--- src/rtl/if_id_queue_pkg.sv ---
// if_id_queue_pkg: shared constants for the fetch-to-decode queue
package if_id_queue_pkg;
   localparam int DEF_XLEN = 32;
   localparam logic [31:0] DEF_NOP_INST = 32'h0000_0013;
   // pc + inst + int/exp/misal tags
   function automatic int entry_w(input int xlen);
      return 2 * xlen + 3;
   endfunction
endpackage

--- src/rtl/if_id_queue_mem.sv ---
// if_id_queue_mem: entry storage with one write port and an async read port, no reset
module if_id_queue_mem import if_id_queue_pkg::*; #(
   parameter int W = entry_w(DEF_XLEN),
   parameter int DEPTH = 2,
   localparam int AW = $clog2(DEPTH)
) (
   input  logic          clk,
   input  logic          we,
   input  logic [AW-1:0] waddr,
   input  logic [W-1:0]  wdata,
   input  logic [AW-1:0] raddr,
   output logic [W-1:0]  rdata
);
   logic [W-1:0] mem [DEPTH];
   // write the incoming entry; contents are never cleared, count decides validity
   always_ff @(posedge clk)
      if (we) mem[waddr] <= wdata;
   assign rdata = mem[raddr];
endmodule

--- src/rtl/if_id_queue.sv ---
// if_id_queue: fetch/decode decoupling queue with flush and valid/ready handshake
module if_id_queue import if_id_queue_pkg::*; #(
   parameter int XLEN = DEF_XLEN,
   parameter int DEPTH = 2,
   parameter logic [XLEN-1:0] NOP_INST = XLEN'(DEF_NOP_INST),
   localparam int CW = $clog2(DEPTH + 1)
) (
   input  logic            clk,
   input  logic            rst,
   input  logic            flush,
   input  logic            if_valid,
   input  logic [XLEN-1:0] if_pc,
   input  logic [XLEN-1:0] if_inst,
   input  logic            if_int_flag,
   input  logic            if_exp_flag,
   input  logic            if_inst_addr_misal,
   output logic            enq_ready,
   output logic            id_valid,
   output logic [XLEN-1:0] id_pc,
   output logic [XLEN-1:0] id_inst,
   output logic            id_int_flag,
   output logic            id_exp_flag,
   output logic            id_inst_addr_misal,
   input  logic            id_ready,
   output logic [CW-1:0]   q_count
);
   localparam int AW = $clog2(DEPTH);
   localparam int EW = entry_w(XLEN);
   logic [AW-1:0] wr_ptr, rd_ptr;
   logic [CW-1:0] count;
   logic [EW-1:0] head;
   logic enq, deq;
   logic [XLEN-1:0] head_pc, head_inst;
   logic head_int, head_exp, head_misal;

   // handshake depends only on registered occupancy, so full rejects even when draining
   assign enq_ready = count != CW'(DEPTH);
   assign id_valid  = count != '0;
   assign enq = if_valid & enq_ready & ~flush;
   assign deq = id_valid & id_ready & ~flush;
   assign q_count = count;

   if_id_queue_mem #(.W(EW), .DEPTH(DEPTH)) u_mem (
      .clk   (clk),
      .we    (enq),
      .waddr (wr_ptr),
      .wdata ({if_pc, if_inst, if_int_flag, if_exp_flag, if_inst_addr_misal}),
      .raddr (rd_ptr),
      .rdata (head)
   );

   assign {head_pc, head_inst, head_int, head_exp, head_misal} = head;
   // empty queue presents a harmless nop with clear tags
   assign id_pc              = id_valid ? head_pc : '0;
   assign id_inst            = id_valid ? head_inst : NOP_INST;
   assign id_int_flag        = id_valid & head_int;
   assign id_exp_flag        = id_valid & head_exp;
   assign id_inst_addr_misal = id_valid & head_misal;

   // pointer/occupancy update; reset and redirect both discard everything
   always_ff @(posedge clk) begin
      if (rst || flush) begin
         wr_ptr <= '0;
         rd_ptr <= '0;
         count  <= '0;
      end else begin
         if (enq) wr_ptr <= wr_ptr + AW'(1);
         if (deq) rd_ptr <= rd_ptr + AW'(1);
         count <= count + CW'(enq) - CW'(deq);
      end
   end
endmodule

--- config.mk ---
export PLATFORM = sky130hd
export DESIGN_NAME = if_id_queue
export DESIGN_NICKNAME = d
export VERILOG_FILES = /design/src/rtl/if_id_queue_pkg.sv /design/src/rtl/if_id_queue_mem.sv /design/src/rtl/if_id_queue.sv
export SDC_FILE = /design/constraint.sdc
export NUM_CORES = 1
export LEC_CHECK = 0
export ABC_AREA = 1
export BUFFER_PORTS_ARGS = -buffer_cell sky130_fd_sc_hd__buf_2
export CAP_MARGIN = 0
export CORE_MARGIN = 2
export CORE_UTILIZATION = 38
export CTS_CLUSTER_SIZE = 20
export DETAILED_ROUTE_END_ITERATION = 6
export HOLD_SLACK_MARGIN = 0.03
export SETUP_SLACK_MARGIN = 0.3
export SLEW_MARGIN = 25
export SYNTH_ARGS = -nofsm -noshare
export SYNTH_HDL_FRONTEND = slang
export SYNTH_SLANG_ARGS = --single-unit
--- constraint.sdc ---
create_clock -name clk -period 3.6 [get_ports clk]
set_input_delay 0.18 -clock clk [delete_from_list [all_inputs] [get_ports clk]]
set_output_delay 0.18 -clock clk [all_outputs]
set_load 0.03 [all_outputs]
Word-level counts from Yosys, hierarchy flattened
Memories as Yosys holds them, arrays and structs flattened. A register that Yosys moved wholly into a read port is not among the register bits.
Cells that the tools add are included.
- output and inout bits: 71
- memories kept: 1
- register bits: 4
- bits of input ports: 72
- word-level logic and storage cells: 25
- RAM bits: 134
- $add $sub $neg: 4
- bitwise gates (word level): 8
- multiplexer cells: 6
- reductions and logical operators: 2
- eq/ne operators: 1
- memory list (name ; depth ; bits a word ; rd ports ; clocked after memory_dff ; wr ports ; line ; text):
    u_mem.mem ; 2 ; 67 ; 1 ; 1 ; 1 ; if_id_queue_mem.sv:14 ; logic [W-1:0] mem [DEPTH];
- operator list (kind ; number):
    $mux 32 ; 2
    $and 1x1->1 ; 7
    $mux 1 ; 4
    $add 1x1->1 const B ; 2
    $add 2x1->2 ; 1
    $ne 2x2->1 const B ; 1
    $reduce_bool 2->1 ; 1
    $sub 2x1->2 ; 1
    $logic_or 1x1->1 ; 1
    $not 1->1 ; 1

Logic depth before layout (Yosys ltp)
Gate-level depths: netlist (run 1).
- depth after elaboration: 5
- depth in mapped cells: 11
- depth with buffers taken out: 11

Cells and area by module
From an unflattened synthesis (run 1), not the netlist that was laid out.
- cell total of the unflattened synthesis: 532
- area, all modules: 5709.2 um2
- modules (own cells, without submodules) (module ; area an instance (um2) ; cells an instance ; sequential area each (um2) ; instances):
    if_id_queue_mem ; 4908.5 ; 355 ; 4023.9 ; 1
    if_id_queue ; 800.8 ; 177 ; 80.1 ; 1

Worst setup path before layout (run 1)
No wires, ideal clock.
- path type: reg-to-reg
- from: register count[0] (netlist: q_count[0])
- to: memory u_mem.mem[0][0] (netlist name) (enable)
- required time: 3.108 ns
- path buffers: 0
- clock period less this slack: 4.329 ns
- path slack: -0.729 ns
- cell stages (with the launch flop): 5
- data arrival time: 3.837 ns
- library setup time: 0.492 ns
- cells stage by stage: dfxtp_1 -> inv_1 -> nand2_1 -> nand2_1 -> nor2_1
- cells in the longest elaborated chain, start to end: 5
- RTL lines (item ; line ; text):
    from (decl) ; if_id_queue.sv:30 ; logic [CW-1:0] count;
    from (signal assigned) ; if_id_queue.sv:69 ; count <= count + CW'(enq) - CW'(deq);
    $ne 2x2->1 ; if_id_queue.sv:37 ; assign enq_ready = count != CW'(DEPTH);
    net enq_ready ; if_id_queue.sv:17 ; output logic enq_ready,
    $and 1x1->1 (2 in series) ; if_id_queue.sv:39 ; assign enq = if_valid & enq_ready & ~flush;
    $mux 1 ; if_id_queue_mem.sv:17 ; if (we) mem[waddr] <= wdata;
    $mux 1 (implied by the code) ; if_id_queue_mem.sv:17 ;
    to (decl) ; if_id_queue_mem.sv:14 ;
The timed path passes the listed nets, and every way through them passes these cells.

==> results.json, run 1 <==
{
  "wl_per_cell_microns": 14.5,
  "rows": 43,
  "die_h_microns": 123,
  "min_period_ns": 2.29,
  "grt_first_pass_wirelength_microns": 17400,
  "core_area_sq_mm": 0.0138,
  "antenna_left": 0,
  "fmax_mhz": 437,
  "synth_cell_types": 14,
  "io-pin-count": 143,
  "crit_type": "register to output port",
  "drc": 0,
  "multi_input_comb_area_sq_mm": 0.00102,
  "power_leakage_uw": 0.00300,
  "globalRouteTotalUtil_pct": 15.5,
  "grt_pass1_vias": 3557,
  "ir_worst_vdd_mv": 0.307,
  "finalSetupViolCount": 0,
  "cp.arrival_ns": 2.11,
  "end_kind": "output port",
  "drive_gt1_share_pct": 30.7,
  "grt.overflow.total": 0,
  "finClkSkew_ns": 0.00714,
  "cts-root-buf": "clkbuf_16",
  "antenna_cells": 0,
  "cp-start-kind": "register",
  "finalSetupTns_ns": 0,
  "first_pass_iters": 4,
  "initial_utilization_pct": 38.9,
  "final_net_count": 686,
  "h-tree-depth": 4,
  "cts_resized": 0,
  "cp.required_ns": 3.42,
  "area_delta_synth_final_pct": 38.6,
  "drt-total-wl_microns": 11600,
  "timing.final.crit_share_pct": 63.6,
  "fin_hold_ws_ns": 0.107,
  "layout.area.seq_sq_mm": 0.00413,
  "slew_violations": 0,
  "worst_slew_pin_slew_ns": 0.984,
  "via_per_inst": 4.60,
  "fillCellCount": 1160,
  "port_buffers": 142,
  "clkLatencyLatePin_ns": 0.41,
  "yosysSeqAreaShare_pct": 76.7,
  "cts_max_path_buffers": 2,
  "grt_max_degree": 68,
  "ys_ff_latch": 139,
  "dpl.hpwl_microns": 6640,
  "gp_congestion": 0.731,
  "maxCapViolations": 0,
  "numCtsBuffers": 17,
  "clock_sinks": 139,
  "vias": 3700,
  "finalHoldViolations": 0,
  "slew-limit-headroom_pct": 34.4,
  "ys_warn_count": 0,
  "antenna_found_initial": 0,
  "worstHoldPathType": "input pin to register",
  "syn-num-nets": 474,
  "syn_area_per_cell_sq_um": 13.4,
  "cts.clk_slew.worst_paths_ns": 0.06,
  "dieArea_sq_mm": 0.0151,
  "path_max_fanout": 67,
  "cts_tree": "done",
  "power_density_mw_per_mm2": 508,
  "rsz0062_at_grt": "no",
  "netlist_instances": 400,
  "netlist_area_sq_mm": 0.00537,
  "drt_iter0_drc": 240,
  "status": "finished clean",
  "die_x_microns": 123
}
## worst max-delay path, stage by stage (launching register included)
cell and delay (ns):
dfxtp_2 0.33, clkinv_2 0.74, nand2_1 0.32, a21oi_2 0.07
buf_2 0.21
## registers in the layout (all words and copies together), names as in the netlist, named ones only
name       cells
u_mem.mem    134
wr_ptr         1
q_count        2
rd_ptr         1
## Yosys cell counts
cell type	count	area share, %
a21oi_2	10	1.6
buf_6	14	2.9
inv_1	9	0.63
edfxtp_1	134	75
nor2_1	11	0.77
buf_2	6	0.56
nor3b_1	1	0.14
nand2_1	143	10
buf_4	2	0.28
nand3_1	6	0.56
a21oi_1	56	5.2
dfxtp_1	5	1.9
clkinv_2	1	0.093
ha_1	2	0.47
## power by group
part           internal, uW  total, uW  switching, uW
clock network          1020       1670            653
logic                   116        274            157
registers              1820       1840           11.3
total                  2960       3780            822
## final timing paths
path	to	slack, ns	cells past startpoint	from
max	id_inst[12]	1.31	4	register
min	wr_ptr	0.11	4	flush
max reg2reg	q_count[0]	1.43	8	q_count[0]
min reg2reg	register	0.51	2	rd_ptr
## metrics by stage
step           std cells  power, uW  utilization, %  setup WS (ns)  cell area [sq um]
6_report             805       3780            53.9           1.31               7450
5_1_grt              805       3910            53.9           1.11               7450
4_1_cts              805       3810            53.9           1.22               7450
3_5_place_dp         704       2090            44.7           1.67               6180
3_3_place_gp         704       2080            44.7           1.72               6180
2_1_floorplan        400       2000               -          0.385               5380
## cell usage in the layout, fill, tap and decap left out, types with 3 or more instances in the layout
cell type      instances
clkinv_2               4
clkbuf_16             17
nand3_1                6
edfxtp_1             134
a21oi_2               10
clkinv_4               3
nor2_1                 9
nand2_1              143
a21oi_1               56
buf_2                142
clkinvlp_4             5
dlygate4sd3_1         69
dfxtp_1                4
inv_1                  8
## metal layers
layer	up-vias	GRT usage, %	wire length [microns]
met5	-	0	0
met4	0	6.61	195
met3	14	4.75	496
met2	97	26.6	6030
met1	1764	18.0	4920
li1	1825	-	-
## final cells by class
class                           instances  area share [%]
Sequential cell                       139            55.4
Timing Repair Buffer                  215            19.6
Multi-Input combinational cell        229            13.7
Clock buffer                           18            5.76
Tap cell                              180            3.02
Clock inverter                         14            1.98
Inverter                               10           0.521
## kinds of logic after synthesis
kind of cell             count (synthesis)  synth area share (%)
AO/OA/AOI/OAI                           66                  6.85
adder cells (fa/ha/maj)                  2                 0.466
buffers and inverters                   32                  4.49
flip-flops                             139                  76.7
AND/OR/NAND/NOR                        161                  11.5
## repair_timing
item	4_1_cts	5_1_grt
endpoints found under the hold margin	135	0
setup buffers	0	0
hold buffers	69	0
(Power assumes the default switching activity.)
==> run 2: changes to the inputs <==
- clock period: 3.6 -> 2.4 ns (I/O delays scaled with it)
==> run 2 against run 1 <==
Against the previous run:
- via count rose by 1.9%
- sequential power up 49%
- sequential share of layout area increased by 0.13 points
- highest routed layer unchanged
- flip-flop and latch count stayed put
- first-iteration DRC count grew 5.0%
- largest cell class unchanged
- register-to-register slack worse by 0.98 ns
- cell count grew 0.37%
- non-clock buffer count up 4
- total power is 44% higher
- die area unchanged
==> results.json, run 2 (synthesized netlist as in run 1, its figures left out) <==
{
  "clkLatencyLatePin_ns": 0.41,
  "ir_worst_vdd_mv": 0.362,
  "final_cell_mix": "142 x buf_2, 141 x nand2_1, 134 x edfxtp_1",
  "cp-start-kind": "register",
  "power_density_mw_per_mm2": 734,
  "area_delta_synth_final_pct": 38.5,
  "maxCapViolations": 0,
  "crit_end": "q_count[0]",
  "layout_commonest_cell": "buf_2",
  "topRoutingLayerUsed": "met4",
  "timing.rr.end": "q_count[0]",
  "drc": 0,
  "slew_violations": 0,
  "finClkSkew_ns": 0.00819,
  "post_cts_buffers": 0,
  "drt-total-wl_microns": 11800,
  "clock_sinks": 139,
  "status": "finished clean",
  "worst_slew_pin_slew_ns": 0.576,
  "cts.clk_slew.worst_paths_ns": 0.06,
  "stdcell_area_sq_mm": 0.00744,
  "die_h_microns": 123,
  "final_cells": 808,
  "die_x_microns": 123,
  "via_per_inst": 4.67,
  "cts-root-buf": "clkbuf_16",
  "crit_path_start": "q_count[0]",
  "finalHoldViolations": 0,
  "power_leakage_uw": 0.00301,
  "rsz0062_at_grt": "no",
  "crit_type": "register to register",
  "antenna_found_initial": 0,
  "h-tree-depth": 4,
  "cp.required_ns": 2.70,
  "port_buffers": 142,
  "wl_met3_microns": 591,
  "rrSetupSlack_ns": 0.45,
  "vias": 3770,
  "r2r_cells": 8,
  "gp_congestion": 0.720,
  "grt_pass1_vias": 3785,
  "postPlaceCellArea_sq_mm": 0.00622,
  "drt_iter0_drc": 252,
  "cp.arrival_ns": 2.25,
  "min_period_ns": 1.95,
  "numCtsBuffers": 17,
  "worstHoldPathType": "input pin to register",
  "core_area_sq_mm": 0.0138,
  "slew-limit-headroom_pct": 61.6,
  "r2r-start": "q_count[0]",
  "grt.overflow.total": 0,
  "rows": 43,
  "path_max_fanout": 4,
  "antenna_cells": 0,
  "largest_reg_flops": 134,
  "antenna_left": 0,
  "dp.cells": 707,
  "wl_met2_microns": 5850,
  "io-pin-count": 143,
  "finalSetupTns_ns": 0,
  "fin_hold_ws_ns": 0.118,
  "globalRouteTotalUtil_pct": 16.0,
  "end_kind": "register",
  "dpl.hpwl_microns": 6930,
  "drive_gt1_share_pct": 30.9,
  "p_total_uw": 5460,
  "cts_tree": "done",
  "wl_per_cell_microns": 14.6,
  "dieArea_sq_mm": 0.0151,
  "initial_utilization_pct": 38.9,
  "timing.final.crit_share_pct": 81.4,
  "grt_max_degree": 68,
  "cts_max_path_buffers": 2,
  "first_pass_iters": 5,
  "regMostFlops": "u_mem.mem",
  "final_net_count": 690,
  "wl_met1_microns": 5040,
  "grt_first_pass_wirelength_microns": 18000,
  "finalSetupViolCount": 0,
  "fmax_mhz": 512
}
[run 2: changes by cell type in the layout (fill, tap and decap cells not counted), moves of 2 or more]
cell        before  now
clkinv_1         0    4
clkinv_4         3    0
clkinvlp_4       5    2
buf_4            2    4
buf_6            0    2
clkinv_2         4    6
dfxtp_1          4    2
dfxtp_4          0    2
inv_4            0    2
nand2_1        143  141
nand2_4          0    2
[run 2: worst min-delay path by stage]
stage / from / endpoint / cells past startpoint
global route: flush / rd_ptr / 5
finish: flush / rd_ptr / 5
detailed placement: rst / q_count[0] / 2
CTS: flush / rd_ptr / 5
global placement: rst / q_count[0] / 2
floorplan: flush / q_count[0] / 1
[run 2: layout make-up]
cell class / count / area (sq um)
Fill cell: 1185 / 6380
Sequential cell: 139 / 4130
Timing Repair Buffer: 219 / 1480
Multi-Input combinational cell: 229 / 1040
Clock buffer: 19 / 433
Tap cell: 180 / 225
Clock inverter: 12 / 82.6
Inverter: 10 / 46.3
[run 2: worst max-delay path: stages, from the launching register on]
cell           delay, ns
dfxtp_4             0.38
inv_4               0.04
nand2_4             0.08
nand2_4             0.06
ha_1                0.29
inv_1               0.04
ha_1                0.26
nor3b_1             0.13
dlygate4sd3_1       0.54
[run 2: through the flow]
stage / worst slack, ns / utilization [%]
after floorplan: 0.308 / -
after global placement: 0.787 / 45.0
after detailed placement: 0.760 / 45.0
after CTS: 0.312 / 53.8
after global routing: 0.319 / 53.8
final: 0.447 / 53.8
[run 2: per-layer routing]
layer	vias to the layer above	GRT usage, %
met4	0	8.48
met1	1797	19.6
li1	1832	-
met2	121	26.2
met3	20	3.83
met5	-	0
[run 2: report_power, final]
part           switching (uW)  internal [uW]  leakage (uW)
sequential               17.4           2740       0.00127
combinational             239            175       0.00148
clock                     904           1390      0.000256
total                    1160           4300       0.00301
[run 2: repair_timing]
item	CTS	global route
hold buffers	70	0
endpoints found under the setup margin	0	66
resized for setup	0	3
hold endpoints to repair	139	0
==> run 3: changes to the inputs <==
- clock period: 2.4 -> 1.91 ns (I/O delays scaled with it)
==> run 3 against run 2 <==
Against the previous run:
- clock skew decreased by 0.0027 ns
- critical path depth decreased by 3
- wire length increased by 14%
- global-route usage increased by 1.0 points
- largest power group unchanged
- highest routed layer unchanged
==> results.json, run 3 (synthesized netlist as in run 1, its figures left out) <==
{
  "status": "finished clean",
  "power_leakage_uw": 0.00320,
  "end_kind": "output port",
  "drt_iter0_drc": 209,
  "worstPathCellList": "nor2_4 > buf_12 > buf_12 > a21oi_1 > buf_2",
  "wl_per_cell_microns": 16.3,
  "final_net_count": 703,
  "regMostFlops": "u_mem.mem",
  "final_cell_mix": "138 x nand2_1, 134 x edfxtp_1, 84 x buf_2",
  "globalRouteTotalUtil_pct": 17.0,
  "dp_worst_setup_slack_ns": 0.360,
  "crit_path_start": "q_count[1]",
  "cp.arrival_ns": 1.51,
  "die_x_microns": 123,
  "cp.required_ns": 1.81,
  "grt_first_pass_wirelength_microns": 19000,
  "path_max_fanout": 16,
  "final_cells": 822,
  "rrSetupSlack_ns": 0.32,
  "p_total_uw": 7280,
  "largest_reg_flops": 134,
  "finalHoldViolations": 0,
  "dieArea_sq_mm": 0.0151,
  "area_delta_synth_final_pct": 54.2,
  "finalSetupTns_ns": 0,
  "initial_utilization_pct": 38.9,
  "grt_pass1_vias": 3928,
  "cp_common_cell": "buf_12",
  "clock_sinks": 139,
  "h-tree-depth": 4,
  "vias": 3894,
  "grt.overflow.total": 0,
  "rows": 43,
  "numCtsBuffers": 17,
  "gp_congestion": 0.793,
  "drt-total-wl_microns": 13400,
  "min_period_ns": 1.61,
  "dpl.hpwl_microns": 6950,
  "fin_ws_ns": 0.300,
  "cts-root-buf": "clkbuf_16",
  "timing.final.crit_share_pct": 84.3,
  "slew_violations": 0,
  "layout_commonest_cell": "nand2_1",
  "antenna_left": 0,
  "slowest_stage": "dfxtp_4",
  "finalSetupViolCount": 0,
  "dp.cells": 709,
  "rsz0062_at_grt": "yes",
  "worst_slew_pin_slew_ns": 0.386,
  "cp-start-kind": "register",
  "ir_worst_vdd_mv": 0.468,
  "crit_type": "register to output port",
  "clkLatencyLatePin_ns": 0.42,
  "first_pass_iters": 7,
  "cts.clk_slew.worst_paths_ns": 0.06,
  "port_buffers": 142,
  "drive_gt1_share_pct": 40.0,
  "core_area_sq_mm": 0.0138,
  "worstHoldPathType": "input pin to register",
  "die_h_microns": 123,
  "fin_hold_ws_ns": 0.0902,
  "finClkSkew_ns": 0.00552,
  "fmax_mhz": 621,
  "antenna_found_initial": 0,
  "slew-limit-headroom_pct": 74.2,
  "io-pin-count": 143,
  "grt_max_degree": 68,
  "power_density_mw_per_mm2": 878,
  "drc": 0,
  "cts_max_path_buffers": 2,
  "maxCapViolations": 0,
  "via_per_inst": 4.74,
  "antenna_cells": 0,
  "max_stage_delay_ns": 0.36,
  "min_from": "flush",
  "cts_tree": "done",
  "r2r-start": "q_count[1]"
}
[run 3: cell count changes in the layout (fill, tap and decap cells not counted), sizes merged]
| cell | before | now |
|---|---|---|
| clkinv | 10 | 7 |
| buf | 149 | 154 |
| dlygate4sd3 | 70 | 69 |
| bufinv | 1 | 2 |
| clkinvlp | 2 | 5 |
| inv | 9 | 10 |
| clkbuf | 19 | 27 |
[run 3: cell type report]
| cell class | count | area, sq um |
|---|---|---|
| clock inverter | 14 | 149 |
| multi-input combinational | 229 | 1240 |
| inverter | 10 | 51.3 |
| timing repair buffer | 232 | 2060 |
| sequential | 139 | 4140 |
| fill | 1078 | 5540 |
| clock buffer | 18 | 429 |
| tap | 180 | 225 |
[run 3: timing repair]
action | CTS | global route
endpoints found under the hold margin | 139 | 0
hold buffers | 69 | 0
buffers inserted | 3 | 1
pin swaps | 1 | 3
gates resized for setup | 80 | 83
setup endpoints to repair | 67 | 67
cloned | 3 | 5
[run 3: worst paths after layout]
| kind | end | cells after the start |
|---|---|---|
| worst max-delay path | id_inst[30] | 5 |
| worst min-delay path | rd_ptr | 5 |
| worst max register to register | q_count[1] | 11 |
| worst min register to register | rd_ptr | 2 |
[run 3: per-layer routing]
| layer | routed length, microns | track usage (%) | share of wire, % |
|---|---|---|---|
| met5 | 0 | 0 | 0 |
| met4 | 199 | 7.40 | 1.5 |
| met2 | 6970 | 30.0 | 52 |
| met1 | 5670 | 19.5 | 42 |
| met3 | 577 | 4.47 | 4.3 |
[run 3: where the power goes]
part	leakage, uW	total (uW)	internal, uW	switching, uW
Clock	0.000272	3160	1920	1240
Sequential	0.00127	3460	3430	21.0
Combinational	0.00166	660	308	352
Total	0.00320	7280	5660	1610
[run 3: metrics by stage]
stage          utilization (%)  cell area, sq um
2_1_floorplan                -              5420
3_3_place_gp              45.4              6280
3_5_place_dp              45.4              6280
4_1_cts                   57.3              7930
5_1_grt                   59.9              8290
6_report                  59.9              8290
[run 3: critical path, delay by kind of cell, from the launching register on]
kind	cells	cell delay (ns)
buffers and inverters	3	0.53
AND/OR/NAND/NOR	1	0.04
flip-flops	1	0.36
AO/OA/AOI/OAI	1	0.15
